### config.mk
export PLATFORM = sky130hd
export DESIGN_NAME = vco_freq_counter
export DESIGN_NICKNAME = d
export VERILOG_FILES = /design/src/rtl/vco_freq_pkg.sv /design/src/rtl/vco_edge_sync.sv /design/src/rtl/vco_freq_counter.sv
export SDC_FILE = /design/constraint.sdc
export NUM_CORES = 1
export LEC_CHECK = 0
export ABC_CLOCK_PERIOD_IN_PS = 4000
export CAP_MARGIN = 30
export CELL_PAD_IN_SITES_DETAIL_PLACEMENT = 2
export CELL_PAD_IN_SITES_GLOBAL_PLACEMENT = 2
export CORE_MARGIN = 4
export CORE_UTILIZATION = 38
export DETAILED_ROUTE_END_ITERATION = 8
export GPL_TIMING_DRIVEN = 0
export PLACE_DENSITY = 0.91
export SLEW_MARGIN = 40
export SYNTH_ARGS = -nofsm -noshare
export SYNTH_HDL_FRONTEND = slang
export SYNTH_SLANG_ARGS = --single-unit
### constraint.sdc
create_clock -name clk -period 4 [get_ports clk]
set_input_delay 0.4 -clock clk [delete_from_list [all_inputs] [get_ports clk]]
set_output_delay 0.4 -clock clk [all_outputs]
set_load 0.1 [all_outputs]
### src/rtl/vco_freq_pkg.sv
// Shared types and constants for the VCO frequency counter.
package vco_freq_pkg;

    typedef enum logic [1:0] {
        IDLE = 2'd0,
        ARM  = 2'd1,
        GATE = 2'd2,
        DONE = 2'd3
    } state_t;

    localparam int unsigned ARM_CYCLES   = 2;
    localparam int unsigned ARM_CNT_W    = 2;
    localparam int unsigned GATE_EXP_MIN = 4;
    localparam int unsigned GATE_TMR_W   = 16;
    localparam int unsigned GATE_EXP_W   = 4;

    // Short windows make the +/-1 edge quantisation dominate, so floor the exponent.
    function automatic logic [GATE_EXP_W-1:0] clamp_gate_exp(input logic [GATE_EXP_W-1:0] g);
        return (g < GATE_EXP_W'(GATE_EXP_MIN)) ? GATE_EXP_W'(GATE_EXP_MIN) : g;
    endfunction

    // Timer preload so the window lasts exactly 2^g cycles (counts down to zero inclusive).
    function automatic logic [GATE_TMR_W-1:0] gate_preload(input logic [GATE_EXP_W-1:0] g);
        logic [31:0] full;
        full = (32'd1 << g) - 32'd1;
        return full[GATE_TMR_W-1:0];
    endfunction

endpackage

### src/rtl/vco_edge_sync.sv
// N-stage synchroniser for one raw VCO input followed by a rising-edge detector.
module vco_edge_sync #(
    parameter int unsigned SYNC_STAGES = 2
) (
    input  logic clk,
    input  logic rst_n,
    input  logic din,
    output logic rise_c
);

    logic [SYNC_STAGES-1:0] sync_q;
    logic                   prev_q;

    always_ff @(posedge clk or negedge rst_n) begin
        if (!rst_n) begin
            sync_q <= '0;
            prev_q <= 1'b0;
        end else begin
            sync_q <= {sync_q[SYNC_STAGES-2:0], din};
            prev_q <= sync_q[SYNC_STAGES-1];
        end
    end

    assign rise_c = sync_q[SYNC_STAGES-1] & ~prev_q;

endmodule

### src/rtl/vco_freq_counter.sv
// Gated edge counter for the dual ring-oscillator VCO; result is read out a byte at a time.
// Optional build macro VCO_FREQ_CONTINUOUS_EN: re-arm automatically while start stays high.
module vco_freq_counter
    import vco_freq_pkg::*;
#(
    parameter int unsigned CNT_W       = 16,
    parameter int unsigned SYNC_STAGES = 2
) (
    input  logic             clk,
    input  logic             rst_n,
    input  logic [1:0]       vco_in,
    input  logic             start,
    input  logic             sel,
    input  logic [3:0]       gate_exp,
    input  logic             byte_sel,
    output logic [CNT_W-1:0] result,
    output logic [7:0]       out_byte,
    output logic             valid,
    output logic             busy,
    output logic             ovf
);

    localparam int unsigned EXT_W = (CNT_W > 16) ? CNT_W : 16;

    logic [1:0] rise_c;

    for (genvar i = 0; i < 2; i++) begin : g_sync
        vco_edge_sync #(.SYNC_STAGES(SYNC_STAGES)) u_sync (
            .clk    (clk),
            .rst_n  (rst_n),
            .din    (vco_in[i]),
            .rise_c (rise_c[i])
        );
    end

    state_t                  state_q, state_d;
    logic                    start_q;
    logic                    sel_q;
    logic [GATE_EXP_W-1:0]   gexp_q;
    logic [ARM_CNT_W-1:0]    arm_cnt_q;
    logic [GATE_TMR_W-1:0]   tmr_q;
    logic [CNT_W-1:0]        cnt_q;
    logic                    ovf_acc_q;

    logic                    start_rise_c;
    logic                    arm_c, gate_c, done_c, idle_c;
    logic                    cnt_en_c;
    logic [CNT_W-1:0]        cnt_nxt_c;
    logic                    ovf_nxt_c;

    assign start_rise_c = start & ~start_q;

    always_ff @(posedge clk or negedge rst_n) begin
        if (!rst_n) state_q <= IDLE;
        else        state_q <= state_d;
    end

    always_comb begin
        state_d = state_q;
        arm_c   = 1'b0;
        gate_c  = 1'b0;
        done_c  = 1'b0;
        idle_c  = 1'b0;
        case (state_q)
            IDLE: begin
                if (start_rise_c) begin
                    state_d = ARM;
                    arm_c   = 1'b1;
                end
            end
            ARM: begin
                if (arm_cnt_q == ARM_CNT_W'(ARM_CYCLES - 1)) begin
                    state_d = GATE;
                    gate_c  = 1'b1;
                end
            end
            GATE: begin
                if (tmr_q == '0) begin
                    state_d = DONE;
                    done_c  = 1'b1;
                end
            end
            DONE: begin
`ifdef VCO_FREQ_CONTINUOUS_EN
                if (start) begin
                    state_d = ARM;
                    arm_c   = 1'b1;
                end else begin
                    state_d = IDLE;
                    idle_c  = 1'b1;
                end
`else
                if (start_rise_c) begin
                    state_d = ARM;
                    arm_c   = 1'b1;
                end
`endif
            end
            default: state_d = IDLE;
        endcase
    end

    // Saturating count; the final GATE cycle's edge is folded into the latched result.
    always_comb begin
        cnt_en_c  = (state_q == GATE) && rise_c[sel_q];
        cnt_nxt_c = cnt_q;
        ovf_nxt_c = ovf_acc_q;
        if (cnt_en_c) begin
            if (cnt_q == {CNT_W{1'b1}}) ovf_nxt_c = 1'b1;
            else                        cnt_nxt_c = cnt_q + CNT_W'(1);
        end
    end

    always_ff @(posedge clk or negedge rst_n) begin
        if (!rst_n) begin
            start_q   <= 1'b0;
            sel_q     <= 1'b0;
            gexp_q    <= GATE_EXP_W'(GATE_EXP_MIN);
            arm_cnt_q <= '0;
            tmr_q     <= '0;
            cnt_q     <= '0;
            ovf_acc_q <= 1'b0;
            result    <= '0;
            valid     <= 1'b0;
            busy      <= 1'b0;
            ovf       <= 1'b0;
        end else begin
            start_q   <= start;
            cnt_q     <= cnt_nxt_c;
            ovf_acc_q <= ovf_nxt_c;
            busy      <= (state_d == ARM) || (state_d == GATE);
            if (state_q == ARM)  arm_cnt_q <= arm_cnt_q + ARM_CNT_W'(1);
            if (state_q == GATE) tmr_q     <= tmr_q - GATE_TMR_W'(1);
            if (arm_c) begin
                sel_q     <= sel;
                gexp_q    <= clamp_gate_exp(gate_exp);
                arm_cnt_q <= '0;
                cnt_q     <= '0;
                ovf_acc_q <= 1'b0;
                if (start_rise_c) begin
                    valid <= 1'b0;
                    ovf   <= 1'b0;
                end
            end
            if (gate_c) tmr_q <= gate_preload(gexp_q);
            if (done_c) begin
                result <= cnt_nxt_c;
                ovf    <= ovf_nxt_c;
                valid  <= 1'b1;
            end
            if (idle_c) valid <= 1'b0;
        end
    end

    // Byte readout; narrow builds read zeros in the high byte.
    logic [EXT_W-1:0] res_ext_c;

    always_comb begin
        res_ext_c = EXT_W'(result);
        out_byte  = byte_sel ? res_ext_c[15:8] : res_ext_c[7:0];
    end

endmodule
==> results by group <==
Min path
  • WHS Path Cells: 0
  • Hold WC Path Type: reg -> reg

Synth
  • Syn_nets: 411
  • Seq/Total Area, Yosys: 46.1%
  • Mapped Cells: 394
  • Synth area leader: dfrtp_1
  • Synth Flop Type: dfrtp_1
  • Mean Syn Cell Area: 9.37 µm²
  • Number of synthesized flops with an enable pin: 0
  • FFs w/ async S/R, synth: 100%
  • Mapped Area: 3690 µm²
  • Yosys reg bits: 68
  • Synth top area share: 45.4%
  • Top cells by area, synth: dfrtp_1 (45%), nand2_1 (5.2%), nor2_1 (4.6%), xor2_1 (3.8%), o21ai_0 (3.4%)
  • Library cells used by synthesis: 57
  • Synth warn: 0

Drt
  • DRT Wirelength: 11.7 mm
  • Post-DR vias/cell: 5.60
  • DRC viols: 0
  • DR iter-0 viols: 225
  • Vias: 3233
  • 1st-pass router iterations: 4
  • Wire length per cell: 20.3 µm
  • Antenna-violating nets left: 0

Pwr
  • Pwr Density: 624 nW/µm²
  • Final Total Pwr: 2.69 mW
  • Sw Ratio: 43.7%
  • Worst VDD drop: 0.351 mV
  • Flop pwr share: 38.7%
  • NetSw: 1.18 mW
  • Leakage: 1.78 nW
  • Pint: 1.51 mW
  • Logic pwr share: 40.1%
  • Clock network power share: 21.2%

Floorplanning
  • Rows: 35
  • Io pins: 38
  • Initial Util: 39.4%
  • Die outline width: 107 µm
  • Die area: 11400 µm²
  • Die height: 107 µm
  • Core area: 9370 µm²

Global route
  • Initial antenna violation count: 0
  • Remaining Overflow, GRT: 0
  • Vias in the first global route: 3533
  • First-pass GRT wire length: 19.4 mm
  • Largest net degree at the start of global routing: 38
  • Total track usage: 22.0%

CTS
  • Setup bufs post-CTS: 0
  • Deepest clock path buffer count: 2
  • Worst-skew pair later-pin latency: 0.36 ns
  • H-tree depth: 3
  • CTS Sinks: 68
  • CTS Hold Bufs: 1
  • Root Buffer: clkbuf_8
  • Reg clk slew, reported paths: 0.08 ns
  • Clock buffer count from CTS: 9
  • CTS tree: built
  • Cts repair resizes: 0

Placed design
  • DP HPWL: 8.62 mm
  • Global placer's final weighted congestion: 0.821
  • Inst Count DP: 560
  • I/O Buffers: 36
  • Dpl cell area: 4100 µm²

Critical path
  • Levels on crit path: 12
  • Startpoint Class: flip-flop
  • Crit Path Category: reg -> reg
  • Critical path peak fanout: 10
  • FF-to-FF path depth: 12
  • Delay of the slowest critical-path stage: 0.63 ns
  • Worst EP required: 4.27 ns
  • Crit path capture type: flip-flop
  • Buf+Inv Stages, Crit Path: 4
  • WP data arrival: 3.59 ns
  • Slowest-stage cell, CP: a2111oi_0
  • Critical path cell sequence: inv_1, ha_1, nand2_1, buf_2, buf_1, a21oi_1, ha_1, buf_2, o21ai_0, a2111oi_0, nand3_1, o211ai_1
  • Crit-path leading delay family: compound AO/OA/AOI/OAI gates

Timing
  • RSZ-0062 raised after global routing: false
  • Worst slew margin: 57.9%
  • Total negative setup slack: 0 ns
  • Final critical-path required period: 3.33 ns
  • Final worst path period share: 83.2%
  • Final setup viols: 0
  • Fin. Hold Viols: 0
  • Fmax: 301 MHz
  • Max Slew Vio Count: 0
  • Worst-Margin Slew: 0.616 ns
  • Max Clock Skew: 0.0132 ns

Final layout
  • FILL cells: 1038
  • Layout cell share with drive strength beyond 1: 18.3%
  • Area of the multi-input gates: 1870 µm²
  • Final #Nets: 460
  • Area Growth Syn to Fin: 16.5%
  • Layout Cells excl Fill: 577
  • Reg area: 1700 µm²
  • Ant diodes: 0
  • Final core utilization: 45.9%
  • Commonest non-fill, non-tap cells in the layout: dfrtp_1 (67), nand2_1 (51), nor2_1 (45)
  • Cell area after layout: 4300 µm²
  • Commonest non-fill, non-tap cell in the layout: dfrtp_1

Job
  • Max-cap violations: 0

Outcome
  • Status: finished clean
-- metrics by stage --
stage,setup WS [ns],hold slack (ns)
finish,0.674,0.363
global route,0.277,0.370
CTS,0.669,0.364
detailed placement,0.718,0.299
global placement,0.176,0.332
floorplan,1.38,0.104
-- sequential cells by signal, summed over array words and instances (netlist names) --
name / flops
arm_cnt_q: 2
start_q: 1
gexp_q: 4
valid: 1
busy: 1
ovf_acc_q: 1
sel_q: 1
ovf: 1
g_sync.u_sync.sync_q: 4
tmr_q: 16
result: 16
state_q: 2
cnt_q: 16
g_sync.u_sync.prev_q: 2
-- final cells by class --
| cell class | count | area share, % |
|---|---|---|
| Sequential cell | 68 | 39.6 |
| Multi-Input combinational cell | 298 | 43.5 |
| Timing Repair Buffer | 38 | 5.96 |
| Buffer | 20 | 2.09 |
| Inverter | 8 | 0.698 |
| Clock inverter | 6 | 1.51 |
| Tap cell | 129 | 3.75 |
| Clock buffer | 10 | 2.97 |
-- layer usage --
layer	vias up	wire, µm	track usage (%)
li1	1484	-	-
met5	-	0	0
met2	84	5570	35.7
met1	1646	5420	29.9
met3	19	484	2.89
met4	0	240	8.77
-- worst paths after layout --
kind	start	end	slack, ns
max	state_q[1]	tmr_q[8]	0.67
max reg2reg	state_q[1]	tmr_q[8]	0.67
min reg2reg	g_sync[0].u_sync.sync_q[0]	g_sync[0].u_sync.sync_q[1]	0.36
min in group asynchronous	rst_n	gexp_q[0]	0.49
max in group asynchronous	rst_n	cnt_q[10]	3.01
min	g_sync[0].u_sync.sync_q[0]	g_sync[0].u_sync.sync_q[1]	0.36
-- kinds of logic (layout without fill, tap and decap cells) --
kind of cell	Yosys count	after routing	share of synthesized area (%)
and+or+nand+nor	160	160	21.8
AOI/OAI and AO/OA	88	88	15.5
DFF	68	68	46.1
xor gates and xnor gates	28	28	6.64
buffers and inverters	28	82	3.25
muxes	16	16	4.67
adders and majority gates	6	6	2.03
-- power groups by stage --
| stage | registers, mW | clock network (mW) | logic, mW |
|---|---|---|---|
| CTS | 1.04 | 0.586 | 1.08 |
| global placement | 1.03 | 0 | 0.984 |
| global route | 1.07 | 0.616 | 1.19 |
| detailed placement | 1.05 | 0 | 1.06 |
| floorplan | 1.05 | 0 | 0.706 |
| finish | 1.04 | 0.570 | 1.08 |
-- worst reg2reg max path: cells and delay by family (launching register included) --
| family | cells | cell delay (ns) |
|---|---|---|
| AO/OA/AOI/OAI | 4 | 1.20 |
| adder cells (fa/ha/maj) | 2 | 0.41 |
| AND/OR/NAND/NOR | 2 | 0.40 |
| buffers and inverters | 4 | 0.82 |
| flip-flops | 1 | 0.42 |
-- cell usage after synthesis, types with 5 or more instances --
master	number
nor3_1	6
xnor2_1	12
nand4_1	6
inv_1	8
o21ai_0	25
a21oi_1	18
dfrtp_1	67
nand3b_1	5
nand2b_1	6
nand3_1	15
nor2_1	45
clkbuf_1	9
buf_2	9
xor2_1	16
ha_1	6
mux2_2	10
nand2_1	51
mux2i_1	6
o21ai_1	14
Note: power is estimated with default switching activity, not from simulation.
